**src/rtl/load_store_unit.sv**
```systemverilog
// Load/store unit: takes one core load/store request at a time, checks alignment,
// issues a single word-aligned memory access with lane-replicated write data and
// byte strobes, extracts and extends returned load data, and holds the response
// until the core takes it.
//
// Ports:
//   clk, resetn                  clock, synchronous active-low reset
//   req_*                        core request channel (valid/ready handshake)
//   resp_*                       core response channel (valid/ready handshake)
//   Address, MemWrite, MemRead   memory request, accepted by Mem_Req_Ready
//   Write_data, Write_strb       replicated store data and byte strobes
//   Read_data*                   memory read-return channel (valid/ready handshake)
module load_store_unit #(
  parameter int unsigned ADDR_WIDTH = 32
) (
  input  logic                  clk,
  input  logic                  resetn,
  input  logic                  req_valid,
  output logic                  req_ready,
  input  logic                  req_wen,
  input  logic [ADDR_WIDTH-1:0] req_addr,
  input  logic [1:0]            req_size,
  input  logic                  req_unsigned,
  input  logic [31:0]           req_wdata,
  output logic                  resp_valid,
  input  logic                  resp_ready,
  output logic [31:0]           resp_rdata,
  output logic                  resp_err,
  output logic [ADDR_WIDTH-1:0] Address,
  output logic                  MemWrite,
  output logic                  MemRead,
  output logic [31:0]           Write_data,
  output logic [3:0]            Write_strb,
  input  logic                  Mem_Req_Ready,
  input  logic [31:0]           Read_data,
  input  logic                  Read_data_Valid,
  output logic                  Read_data_Ready
);

  typedef enum logic [2:0] {StIdle, StWreq, StRreq, StRdw, StResp} state_e;

  state_e                  state_q, state_d;
  logic [ADDR_WIDTH-1:0]   addr_q, addr_d;
  logic [1:0]              size_q, size_d;
  logic                    uns_q, uns_d;
  logic [31:0]             wdata_q, wdata_d;
  logic [31:0]             rdata_q, rdata_d;
  logic                    err_q, err_d;

  logic                    acc_err;
  logic [7:0]              ld_byte;
  logic [15:0]             ld_half;
  logic [31:0]             ld_ext;

  // Illegal size or an address not aligned to the access size.
  assign acc_err = (req_size == 2'b11) ||
                   ((req_size == 2'b01) && req_addr[0]) ||
                   ((req_size == 2'b10) && (req_addr[1:0] != 2'b00));

  // Lane extraction and extension of returned load data.
  always_comb begin
    ld_byte = 8'h00;
    unique case (addr_q[1:0])
      2'd0: ld_byte = Read_data[7:0];
      2'd1: ld_byte = Read_data[15:8];
      2'd2: ld_byte = Read_data[23:16];
      2'd3: ld_byte = Read_data[31:24];
      default: ld_byte = 8'h00;
    endcase
    ld_half = addr_q[1] ? Read_data[31:16] : Read_data[15:0];
    case (size_q)
      2'b00:   ld_ext = uns_q ? {24'h0, ld_byte} : {{24{ld_byte[7]}}, ld_byte};
      2'b01:   ld_ext = uns_q ? {16'h0, ld_half} : {{16{ld_half[15]}}, ld_half};
      default: ld_ext = Read_data;
    endcase
  end

  // Next-state and capture logic.
  always_comb begin
    state_d = state_q;
    addr_d  = addr_q;
    size_d  = size_q;
    uns_d   = uns_q;
    wdata_d = wdata_q;
    rdata_d = rdata_q;
    err_d   = err_q;
    unique case (state_q)
      StIdle: begin
        if (req_valid) begin
          addr_d  = req_addr;
          size_d  = req_size;
          uns_d   = req_unsigned;
          wdata_d = req_wdata;
          rdata_d = 32'h0;
          err_d   = acc_err;
          if (acc_err)      state_d = StResp;
          else if (req_wen) state_d = StWreq;
          else              state_d = StRreq;
        end
      end
      StWreq: if (Mem_Req_Ready) state_d = StResp;
      StRreq: if (Mem_Req_Ready) state_d = StRdw;
      StRdw: begin
        if (Read_data_Valid) begin
          rdata_d = ld_ext;
          state_d = StResp;
        end
      end
      StResp: if (resp_ready) state_d = StIdle;
      default: state_d = StIdle;
    endcase
  end

  always_ff @(posedge clk) begin
    if (!resetn) begin
      state_q <= StIdle;
      addr_q  <= '0;
      size_q  <= 2'b00;
      uns_q   <= 1'b0;
      wdata_q <= 32'h0;
      rdata_q <= 32'h0;
      err_q   <= 1'b0;
    end else begin
      state_q <= state_d;
      addr_q  <= addr_d;
      size_q  <= size_d;
      uns_q   <= uns_d;
      wdata_q <= wdata_d;
      rdata_q <= rdata_d;
      err_q   <= err_d;
    end
  end

  // Gating with resetn keeps req_ready low while reset is held.
  assign req_ready       = resetn && (state_q == StIdle);
  assign resp_valid      = (state_q == StResp);
  assign resp_rdata      = rdata_q;
  assign resp_err        = err_q;
  assign Address         = {addr_q[ADDR_WIDTH-1:2], 2'b00};
  assign MemWrite        = (state_q == StWreq);
  assign MemRead         = (state_q == StRreq);
  assign Read_data_Ready = (state_q == StRdw);

  always_comb begin
    case (size_q)
      2'b00:   Write_data = {4{wdata_q[7:0]}};
      2'b01:   Write_data = {2{wdata_q[15:0]}};
      default: Write_data = wdata_q;
    endcase
    Write_strb = 4'b0000;
    if (state_q == StWreq) begin
      case (size_q)
        2'b00:   Write_strb = 4'b0001 << addr_q[1:0];
        2'b01:   Write_strb = addr_q[1] ? 4'b1100 : 4'b0011;
        default: Write_strb = 4'b1111;
      endcase
    end
  end

endmodule

```
**config.mk**
```make
export PLATFORM = sky130hd
export DESIGN_NAME = load_store_unit
export DESIGN_NICKNAME = d
export VERILOG_FILES = /design/src/rtl/load_store_unit.sv
export SDC_FILE = /design/constraint.sdc
export NUM_CORES = 1
export LEC_CHECK = 0
export CAP_MARGIN = 5
export CELL_PAD_IN_SITES_DETAIL_PLACEMENT = 0
export CELL_PAD_IN_SITES_GLOBAL_PLACEMENT = 1
export CORE_UTILIZATION = 31
export CTS_CLUSTER_DIAMETER = 200
export CTS_CLUSTER_SIZE = 14
export DETAILED_ROUTE_END_ITERATION = 8
export PLACE_DENSITY = 0.78
export SETUP_SLACK_MARGIN = 0.5
export SYNTH_ARGS = -nofsm -noshare
export SYNTH_HDL_FRONTEND = slang
export SYNTH_SLANG_ARGS = --single-unit
export TNS_END_PERCENT = 5
```
**constraint.sdc**
```tcl
create_clock -name clk -period 2.5 [get_ports clk]
set_input_delay 0.75 -clock clk [delete_from_list [all_inputs] [get_ports clk]]
set_output_delay 0.75 -clock clk [all_outputs]
set_load 0.01 [all_outputs]
```
==> reports/metrics.cfg, run 1 <==
[status]
status=finished, final reports clean

[placed_design]
place_inst=950
port_buffers=209
place.gp.congestion=0.844
place_ws_ps=-118
dpl_cell_area_um2=7170
dp_hpwl_mm=11.5

[cts]
cts.sinks=103
cts.clk_slew.worst_paths_ps=70
cts_tree=done
ctsHoldBuffers=0
clock_latency_ps=350
htreeDepth=3
cts_made_buffers=9
cts_root_buffer=clkbuf_16
ctsLongestPathBuffers=2

[pwr]
power_switching_mw=1.29
p_int_mw=3.20
p_comb_share_pct=27.0
leakagePower_nw=3.04
p_per_area_nw_per_um2=577
peakVddDrop_uv=329
power.total_mw=4.50
p_sw_share_pct=28.8
p_seq_share_pct=41.1
p_clk_share_pct=31.9

[timing]
min_period_ps=2250
finalMaxSlewViolations=0
fin_crit_sh_pct=89.9
finalSetupViolCount=0
setup-tns-final_ps=0
fin_ws_ps=252
skew_ps=3.77
hold_viol=0
whs_ps=463
slew-limit-headroom_pct=56.7
rsz0062_at_grt=true
worst_pin_slew_ps=649
fmax_mhz=445

[routing]
wl_per_cell_um=16.8
via_count=4831
drtPass1Iterations=5
drc=0
drtIter0Drc=261
wl_mm=16.4
viasPerCell=4.94
antenna_left=0

[setup_path]
critPathCaptureType=output pin
cp_data_required_time_ps=1750
critPathArrivalTime_ps=1500
path_max_fanout=8
criticalPathCategory=register to output pin
start_kind=register

[floorplanning]
io_pins=212
die_y_um=130
initial_core_util_pct=32.0
die_w_um=130
dieArea_um2=17000
coreArea_um2=16000
std_cell_rows=46

[layout]
drive_gt1_share_pct=16.4
stdcell_count=977
nNetsFinal=861
area_delta_synth_final_pct=52.4
design_area_um2=7790
final_util_pct=48.7

[worst_hold_path]
hold_path.class=register to register

[logic_synthesis]
ys.flop_type=dfxtp_1
synth_warnings=0
netlist.area_leader.share_pct=40.3
synth_area_leaders=dfxtp_1, nand2_1, a21boi_0
synth_cells=590
synth_edf_count=0
synth.distinct_cells=46
syn_avg_cell_area_um2=8.67
synth.ff_latch_count=103
async_reset_ff_share_pct=0
syn_area_um2=5110
ys_seq_area_share_pct=40.3
yosysTopAreaCell=dfxtp_1

[flow_run]
max-cap-violations=0

[grt]
grt_pass1_vias=4561
grt_start_max_net_pins=56
track_usage_pct=18.6
gr-total-overflow=0
grt_first_pass_wirelength_mm=24.4
antenna_found_initial=1

[repair_timing]
item / 4_1_cts / 5_1_grt
gates cloned: 1 / 4
pin swaps: 1 / 1
endpoints found under the setup margin: 85 / 126
buffers inserted: 4 / 1
gates resized for setup: 108 / 30
[layout make-up]
class                           count  area, um2
Clock buffer                       10        239
Sequential cell                   103       2080
Antenna cell                        1       2.50
Fill cell                        1559       8210
Timing Repair Buffer              241       2520
Inverter                            3       15.0
Tap cell                          216        270
Clock inverter                      6       58.8
Multi-Input combinational cell    397       2610
[logic make-up (layout without fill, tap and decap cells)]
family,count (synthesis),in the layout,share of synthesized area [%]
AO/OA/AOI/OAI,156,156,24.1
buffers and inverters,91,260,10.5
flip-flops,103,103,40.3
multiplexers,36,36,7.73
other,1,3,0.0733
AND/OR/NAND/NOR,203,203,17.3
[synthesized netlist by cell type, drive strengths merged (6+ instances only)]
cell and n:
a21boi 68, a21oi 6, a221o 16, a221oi 7, a222oi 7, a22o 7
a31o 7, buf 63, clkbuf 25, dfxtp 103, mux2 18, mux2i 17
nand2 152, nor2 13, nor2b 15, o21ai 21, o2bb2ai 10
[per-layer routing]
layer | share of wire (%) | track usage, % | vias to the layer above
met2 | 46 | 30.0 | 184
met1 | 43 | 23.4 | 2280
met5 | 0 | 0 | -
met3 | 8.5 | 5.42 | 22
met4 | 2.1 | 6.96 | 0
li1 | - | - | 2345
[power by group through the flow]
stage	Combinational, mW	Sequential [mW]	Clock [mW]
after detailed placement	1.15	1.87	0
after floorplan	0.662	1.84	0
final	1.22	1.85	1.43
after CTS	1.19	1.84	1.48
after global routing	1.32	1.86	1.55
after global placement	1.13	1.87	0
[worst max-delay path: stages (launching register included)]
cell and delay (ps):
dfxtp_4 400, buf_12 140, mux2_2 330, dlygate4sd2_1 280
[flip-flops by register name, summed over array words and instances, names as in the netlist]
name,cells
resp_err,1
addr_q,32
size_q,2
state_q,3
wdata_q,32
uns_q,1
resp_rdata,32
[cells in the final DEF, fill, tap and decap left out, types with 4 or more instances in the layout]
master             n
clkdlybuf4s50_1  169
nand2_1          150
dfxtp_1           96
a21boi_0          63
o21ai_0           19
buf_4             16
mux2i_1           15
nor2b_1           15
clkbuf_16         13
dlygate4sd2_1     13
buf_6             11
a221o_2           10
o2bb2ai_1         10
nor2_1             9
mux2_2             9
mux2_4             9
clkdlybuf4s15_1    8
buf_12             8
a31o_2             7
a221oi_1           7
a222oi_1           7
a22o_1             7
a221o_1            6
dlymetal6s2s_1     6
a21oi_1            5
a21boi_1           5
clkinv_2           4
dfxtp_4            4
[final timing paths]
path                            slack (ps)        from             end  cells past startpoint
worst max-delay path                   250   size_q[1]  Write_data[20]                      3
worst min-delay path                   460  addr_q[26]      addr_q[26]                      2
worst max register to register         570   size_q[1]  resp_rdata[30]                      8
worst min register to register         460  addr_q[26]      addr_q[26]                      2
(Power assumes the default switching activity.)
==> run 2, diff against run 1 <==
CORE_UTILIZATION = 33   (was 31)
PLACE_DENSITY = 0.82   (was 0.78)
clock period = 2.6 ns   (was 2.5 ns; I/O delays follow)
==> reports/metrics.cfg, run 2 (synthesis gave the netlist of run 1 again) <==
[status]
status=finished, final reports clean

[setup_path]
crit_chain=nor2_4, buf_6, mux2_4, buf_6
start_kind=register
critPathArrivalTime_ps=1470  ; -30 ps
cp_slowest_cell=dfxtp_4
cp_num_buf_inv=2  ; unchanged
path_max_fanout=6  ; -2
crit_top_cell=buf_6
cp_data_required_time_ps=1820  ; +70 ps
criticalPathCategory=register to output pin
slowest_delay_ps=400  ; about the same
critPathCaptureType=output pin
crit_family=flip-flops

[grt]
grt_start_max_net_pins=69  ; +23%
gr-total-overflow=0  ; unchanged
grt_pass1_vias=4766  ; +4.5%
track_usage_pct=20.0  ; +1.5 points
antenna_found_initial=0  ; -1
grt_first_pass_wirelength_mm=25.3  ; +3.5%

[timing]
hold_viol=0  ; unchanged
skew_ps=5.66  ; +1.89 ps
slew-limit-headroom_pct=47.2  ; -9.5 points
fmax_mhz=444
finalMaxSlewViolations=0  ; unchanged
worst_pin_slew_ps=790  ; +141 ps
min_period_ps=2250
fin_crit_sh_pct=86.7
rsz0062_at_grt=true
fin_ws_ps=345  ; +92.9 ps
finalSetupViolCount=0  ; unchanged

[routing]
drc=0  ; unchanged
wl_per_cell_um=16.9  ; +0.92%
drtIter0Drc=252  ; -3.4%
viasPerCell=5.08  ; +2.8%
antenna_left=0  ; unchanged
wl_mm=16.0  ; -2.3%
via_count=4808  ; -0.48%
drtPass1Iterations=6  ; +1

[cts]
clock_latency_ps=350  ; about the same
cts_tree=done
ctsHoldBuffers=0  ; unchanged
htreeDepth=3  ; unchanged
cts_root_buffer=clkbuf_16
cts_made_buffers=9  ; unchanged
cts.clk_slew.worst_paths_ps=70  ; about the same
ctsLongestPathBuffers=2  ; unchanged
cts.sinks=103  ; unchanged

[placed_design]
dpl_cell_area_um2=7140  ; -0.49%
place.gp.congestion=0.887  ; +5.0%
place_ws_ps=-83.1  ; +34.6 ps
dp_hpwl_mm=11.4  ; -1.3%
place_inst=922  ; -2.9%
port_buffers=209  ; unchanged

[worst_hold_path]
hold_path.class=register to register

[layout]
stdcell_count=946  ; -3.2%
layout_commonest_cell=clkdlybuf4s50_1
layout.area.seq_um2=2070  ; -0.30%
fill_cells=1399  ; -10%
area_delta_synth_final_pct=49.2
design_area_um2=7630  ; -2.2%
final_cell_mix=clkdlybuf4s50_1, nand2_1, dfxtp_1, a21boi_0, buf_4
nNetsFinal=861  ; unchanged
drive_gt1_share_pct=17.0  ; +0.57 points
multiInputGateArea_um2=2590  ; -0.86%
diodes=0  ; -1

[floorplanning]
std_cell_rows=45  ; -2.2%
io_pins=212  ; unchanged
initial_core_util_pct=33.8  ; +1.8 points
die_w_um=126  ; -3.0%
dieArea_um2=16000  ; -6.0%
coreArea_um2=15100  ; -5.3%
die_y_um=126  ; -3.0%

[pwr]
p_seq_share_pct=39.7  ; -1.4 points
peakVddDrop_uv=361  ; +10%
p_clk_share_pct=34.7  ; +2.8 points
p_sw_share_pct=27.4  ; -1.4 points
p_comb_share_pct=25.5  ; -1.5 points
p_per_area_nw_per_um2=585  ; +1.4%
p_int_mw=3.24  ; +1.2%
leakagePower_nw=2.95  ; -2.9%
power_switching_mw=1.22  ; -5.6%

[flow_run]
max-cap-violations=0  ; unchanged

[run 2: cell types whose count changed in the layout (fill, tap and decap cells not counted), sizes merged, moves of 2 or more]
cell / before / now
clkbuf: 16 / 10
clkinv: 4 / 1
buf: 39 / 58
dlymetal6s2s: 6 / 0
clkdlybuf4s15: 8 / 2
dlygate4sd2: 13 / 6
clkdlybuf4s50: 169 / 175
bufinv: 1 / 3
[run 2: worst paths after layout]
kind | from | end | slack, ps | cells past startpoint
worst min register to register | wdata_q[16] | wdata_q[16] | 460 | 2
worst max-delay path | size_q[1] | Write_data[8] | 350 | 4
worst max register to register | addr_q[1] | resp_rdata[14] | 520 | 5
worst min-delay path | wdata_q[16] | wdata_q[16] | 460 | 2
[run 2: power groups by stage]
stage                     clock network [mW]  registers (mW)  logic (mW)
after CTS                               1.59            1.77        1.14
after global placement                     0            1.79        1.08
final                                   1.55            1.77        1.14
after detailed placement                   0            1.80        1.10
after floorplan                            0            1.77       0.635
after global routing                    1.66            1.79        1.23
[run 2: per-stage QoR]
stage / setup TNS, ps / hold slack, ps / utilization, % / power [mW]
4_1_cts: 0 / 457 / 50.4 / 4.50
5_1_grt: 0 / 476 / 50.4 / 4.68
6_report: 0 / 458 / 50.4 / 4.46
3_3_place_gp: 0 / 442 / 47.1 / 2.87
2_1_floorplan: 0 / 432 / - / 2.40
3_5_place_dp: -1130 / 448 / 47.1 / 2.89
[run 2: worst reg2reg max path, delay by kind of cell, from the launching register on]
kind            cells  cell delay, ps
buf+inv             1             330
simple gates        1             300
flops               1             410
compound gates      2             380
mux                 1             560
[run 2: final cells by class]
cell class,instances,area share [%]
Clock buffer,10,3.13
Clock inverter,4,1.25
Inverter,3,0.197
Multi-Input combinational cell,397,33.9
Sequential cell,103,27.2
Tap cell,188,3.08
Timing Repair Buffer,241,31.2
[run 2: routing by layer]
| metal | vias up | GRT usage, % | share of wire (%) |
|---|---|---|---|
| met5 | - | 0 | 0 |
| met4 | 0 | 8.72 | 2.4 |
| met3 | 23 | 5.74 | 7.5 |
| met2 | 165 | 33.2 | 46 |
| met1 | 2280 | 24.2 | 44 |
| li1 | 2340 | - | - |
[run 2: what timing repair did]
action	4_1_cts	5_1_grt
buffers inserted	4	3
pin swaps	2	1
cloned	3	0
endpoints found under the hold margin	0	0
gates resized for setup	140	26
setup endpoints to repair	65	66
==> run 3, diff against run 2 <==
--- a/config.mk
+++ b/config.mk
@@ -15,4 +15,5 @@
 export PLACE_DENSITY = 0.82
 export SETUP_SLACK_MARGIN = 0.5
+export SLEW_MARGIN = 20
 export SYNTH_ARGS = -nofsm -noshare
 export SYNTH_HDL_FRONTEND = slang
==> constraint.sdc (replaced) <==
create_clock -name clk -period 2.6 [get_ports clk]
set_input_delay 0.78 -clock clk [delete_from_list [all_inputs] [get_ports clk]]
set_output_delay 0.78 -clock clk [all_outputs]
set_load 0.05 [all_outputs]
==> reports/metrics.cfg, run 3 (synthesis gave the netlist of run 1 again) <==
[status]
status=finished, final reports clean

[setup_path]
criticalPathCategory=register to output pin
critPathArrivalTime_ps=1570  ; +100 ps
cp.depth=1  ; -3
path_max_fanout=2  ; -4
critPathLaunch=resp_rdata[7]
crit_chain=clkdlybuf4s50_1
reg2reg_depth=5  ; unchanged
r2r_setup_slack_ps=480  ; -40 ps
critPathCaptureType=output pin
cp_slowest_cell=clkdlybuf4s50_1
start_kind=register
cp_data_required_time_ps=1820  ; about the same
crit_family=buffers and inverters
r2r_end=resp_rdata[27]
slowest_delay_ps=830  ; +430 ps
timing.rr.start=state_q[0]
cp_num_buf_inv=1  ; -1
crit_path_end=resp_rdata[7]

[floorplanning]
dieArea_um2=16000  ; unchanged
die_y_um=126  ; unchanged
initial_core_util_pct=33.8  ; unchanged
coreArea_um2=15100  ; unchanged
std_cell_rows=45  ; unchanged
io_pins=212  ; unchanged
die_w_um=126  ; unchanged

[pwr]
p_sw_share_pct=33.4  ; +6.0 points
p_seq_share_pct=37.2  ; -2.5 points
leakagePower_nw=3.03  ; +2.6%
power.total_mw=4.75  ; +6.5%
p_int_mw=3.16  ; -2.3%
peakVddDrop_uv=303  ; -16%
p_comb_share_pct=33.9  ; +8.4 points
p_per_area_nw_per_um2=599  ; +2.5%
power_switching_mw=1.59  ; +30%
p_clk_share_pct=29.0  ; -5.7 points

[cts]
ctsLongestPathBuffers=2  ; unchanged
cts.sinks=103  ; unchanged
cts_tree=done
cts_made_buffers=9  ; unchanged
ctsHoldBuffers=0  ; unchanged
cts.clk_slew.worst_paths_ps=70  ; about the same
htreeDepth=3  ; unchanged
clock_latency_ps=350  ; about the same
cts_root_buffer=clkbuf_16

[flow_run]
max-cap-violations=0  ; unchanged

[routing]
wl_mm=15.9  ; -0.55%
drtIter0Drc=347  ; +38%
via_count=4787  ; -0.44%
route.met2.wl_mm=7.48  ; +0.66%
wl_met1_mm=7.04  ; +0.87%
wl_per_cell_um=16.8  ; -0.55%
antenna_left=0  ; unchanged
drtPass1Iterations=8  ; +2
viasPerCell=5.06  ; -0.44%
drc=0  ; unchanged
wl_met3_um=988  ; -18%
top_layer=met4

[placed_design]
place_ws_ps=6.13  ; +89.2 ps
place.gp.congestion=0.786  ; -11%
dp_hpwl_mm=11.5  ; +1.4%
port_buffers=209  ; unchanged
place_inst=919  ; -0.33%

[timing]
skew_ps=4.91  ; -0.753 ps
rsz0062_at_grt=true
fin_crit_sh_pct=90.3  ; +3.6 points
worst_pin_slew_ps=989  ; +199 ps
setup-tns-final_ps=0  ; unchanged
min_period_ps=2350  ; +92.5 ps
finalSetupViolCount=0  ; unchanged
hold_viol=0  ; unchanged
fin_ws_ps=253  ; -92.5 ps
whs_ps=460  ; +2.26 ps
finalMaxSlewViolations=0  ; unchanged
slew-limit-headroom_pct=33.8  ; -13 points
fmax_mhz=426  ; -3.9%

[layout]
diodes=0  ; unchanged
area_delta_synth_final_pct=55.0
stdcell_count=946  ; unchanged
layout_commonest_cell=clkdlybuf4s50_1
nNetsFinal=859  ; -0.23%
final_cell_mix=clkdlybuf4s50_1, nand2_1, dfxtp_1, a21boi_0, buf_12
drive_gt1_share_pct=19.1  ; +2.1 points

[grt]
antenna_found_initial=0  ; unchanged
grt_pass1_vias=4611  ; -3.3%
gr-total-overflow=0  ; unchanged
track_usage_pct=19.7  ; -0.32 points
grt_first_pass_wirelength_mm=24.8  ; -2.0%
grt_start_max_net_pins=73  ; +5.8%

[worst_hold_path]
hold_path.class=register to register

[run 3: changes by cell type in the layout (fill, tap and decap cells not counted), moves of 5 or more]
cell	delta
buf_4	+5
o21ai_0	-6
o21ai_2	+8
buf_12	+21
buf_6	-8
clkdlybuf4s50_1	-8
buf_2	-17
[run 3: timing repair]
item	CTS	global route
cloned	1	2
pin swaps	4	0
gates resized for setup	29	18
hold endpoints to repair	0	0
endpoints found under the setup margin	127	124
buffers inserted	4	4
[run 3: routing by layer]
| layer | global-route usage (%) | vias up |
|---|---|---|
| met5 | 0 | - |
| met4 | 7.02 | 0 |
| met3 | 6.07 | 21 |
| met2 | 32.0 | 155 |
| met1 | 24.6 | 2275 |
| li1 | - | 2336 |
[run 3: how the worst min path moves through the flow]
stage / cells after the start / slack [ps] / startpoint / endpoint
3_3_place_gp: 2 / 440 / wdata_q[17] / wdata_q[17]
5_1_grt: 2 / 490 / wdata_q[24] / wdata_q[24]
6_report: 2 / 460 / wdata_q[17] / wdata_q[17]
2_1_floorplan: 2 / 430 / wdata_q[16] / wdata_q[16]
3_5_place_dp: 2 / 450 / wdata_q[17] / wdata_q[17]
4_1_cts: 2 / 460 / wdata_q[17] / wdata_q[17]
[run 3: through the flow]
stage	instance area (um2)	utilization, %
6_report	7930	52.3
5_1_grt	7930	52.3
4_1_cts	7780	51.4
3_5_place_dp	7360	48.6
3_3_place_gp	7360	48.6
2_1_floorplan	5180	-
[run 3: area by class of cell]
cell class	instances	area, um2
repair buffers	239	2680
inverters	3	11.3
clock inverters	4	53.8
flip-flops and latches	103	2080
fillers	1368	7220
well taps	188	235
clock buffers	12	246
multi-input cells	397	2620
[run 3: power groups by stage]
stage	sequential [mW]	combinational [mW]	clock [mW]
2_1_floorplan	1.77	0.988	0
3_3_place_gp	1.79	1.52	0
3_5_place_dp	1.80	1.54	0
4_1_cts	1.76	1.58	1.42
5_1_grt	1.78	1.71	1.48
6_report	1.77	1.61	1.38
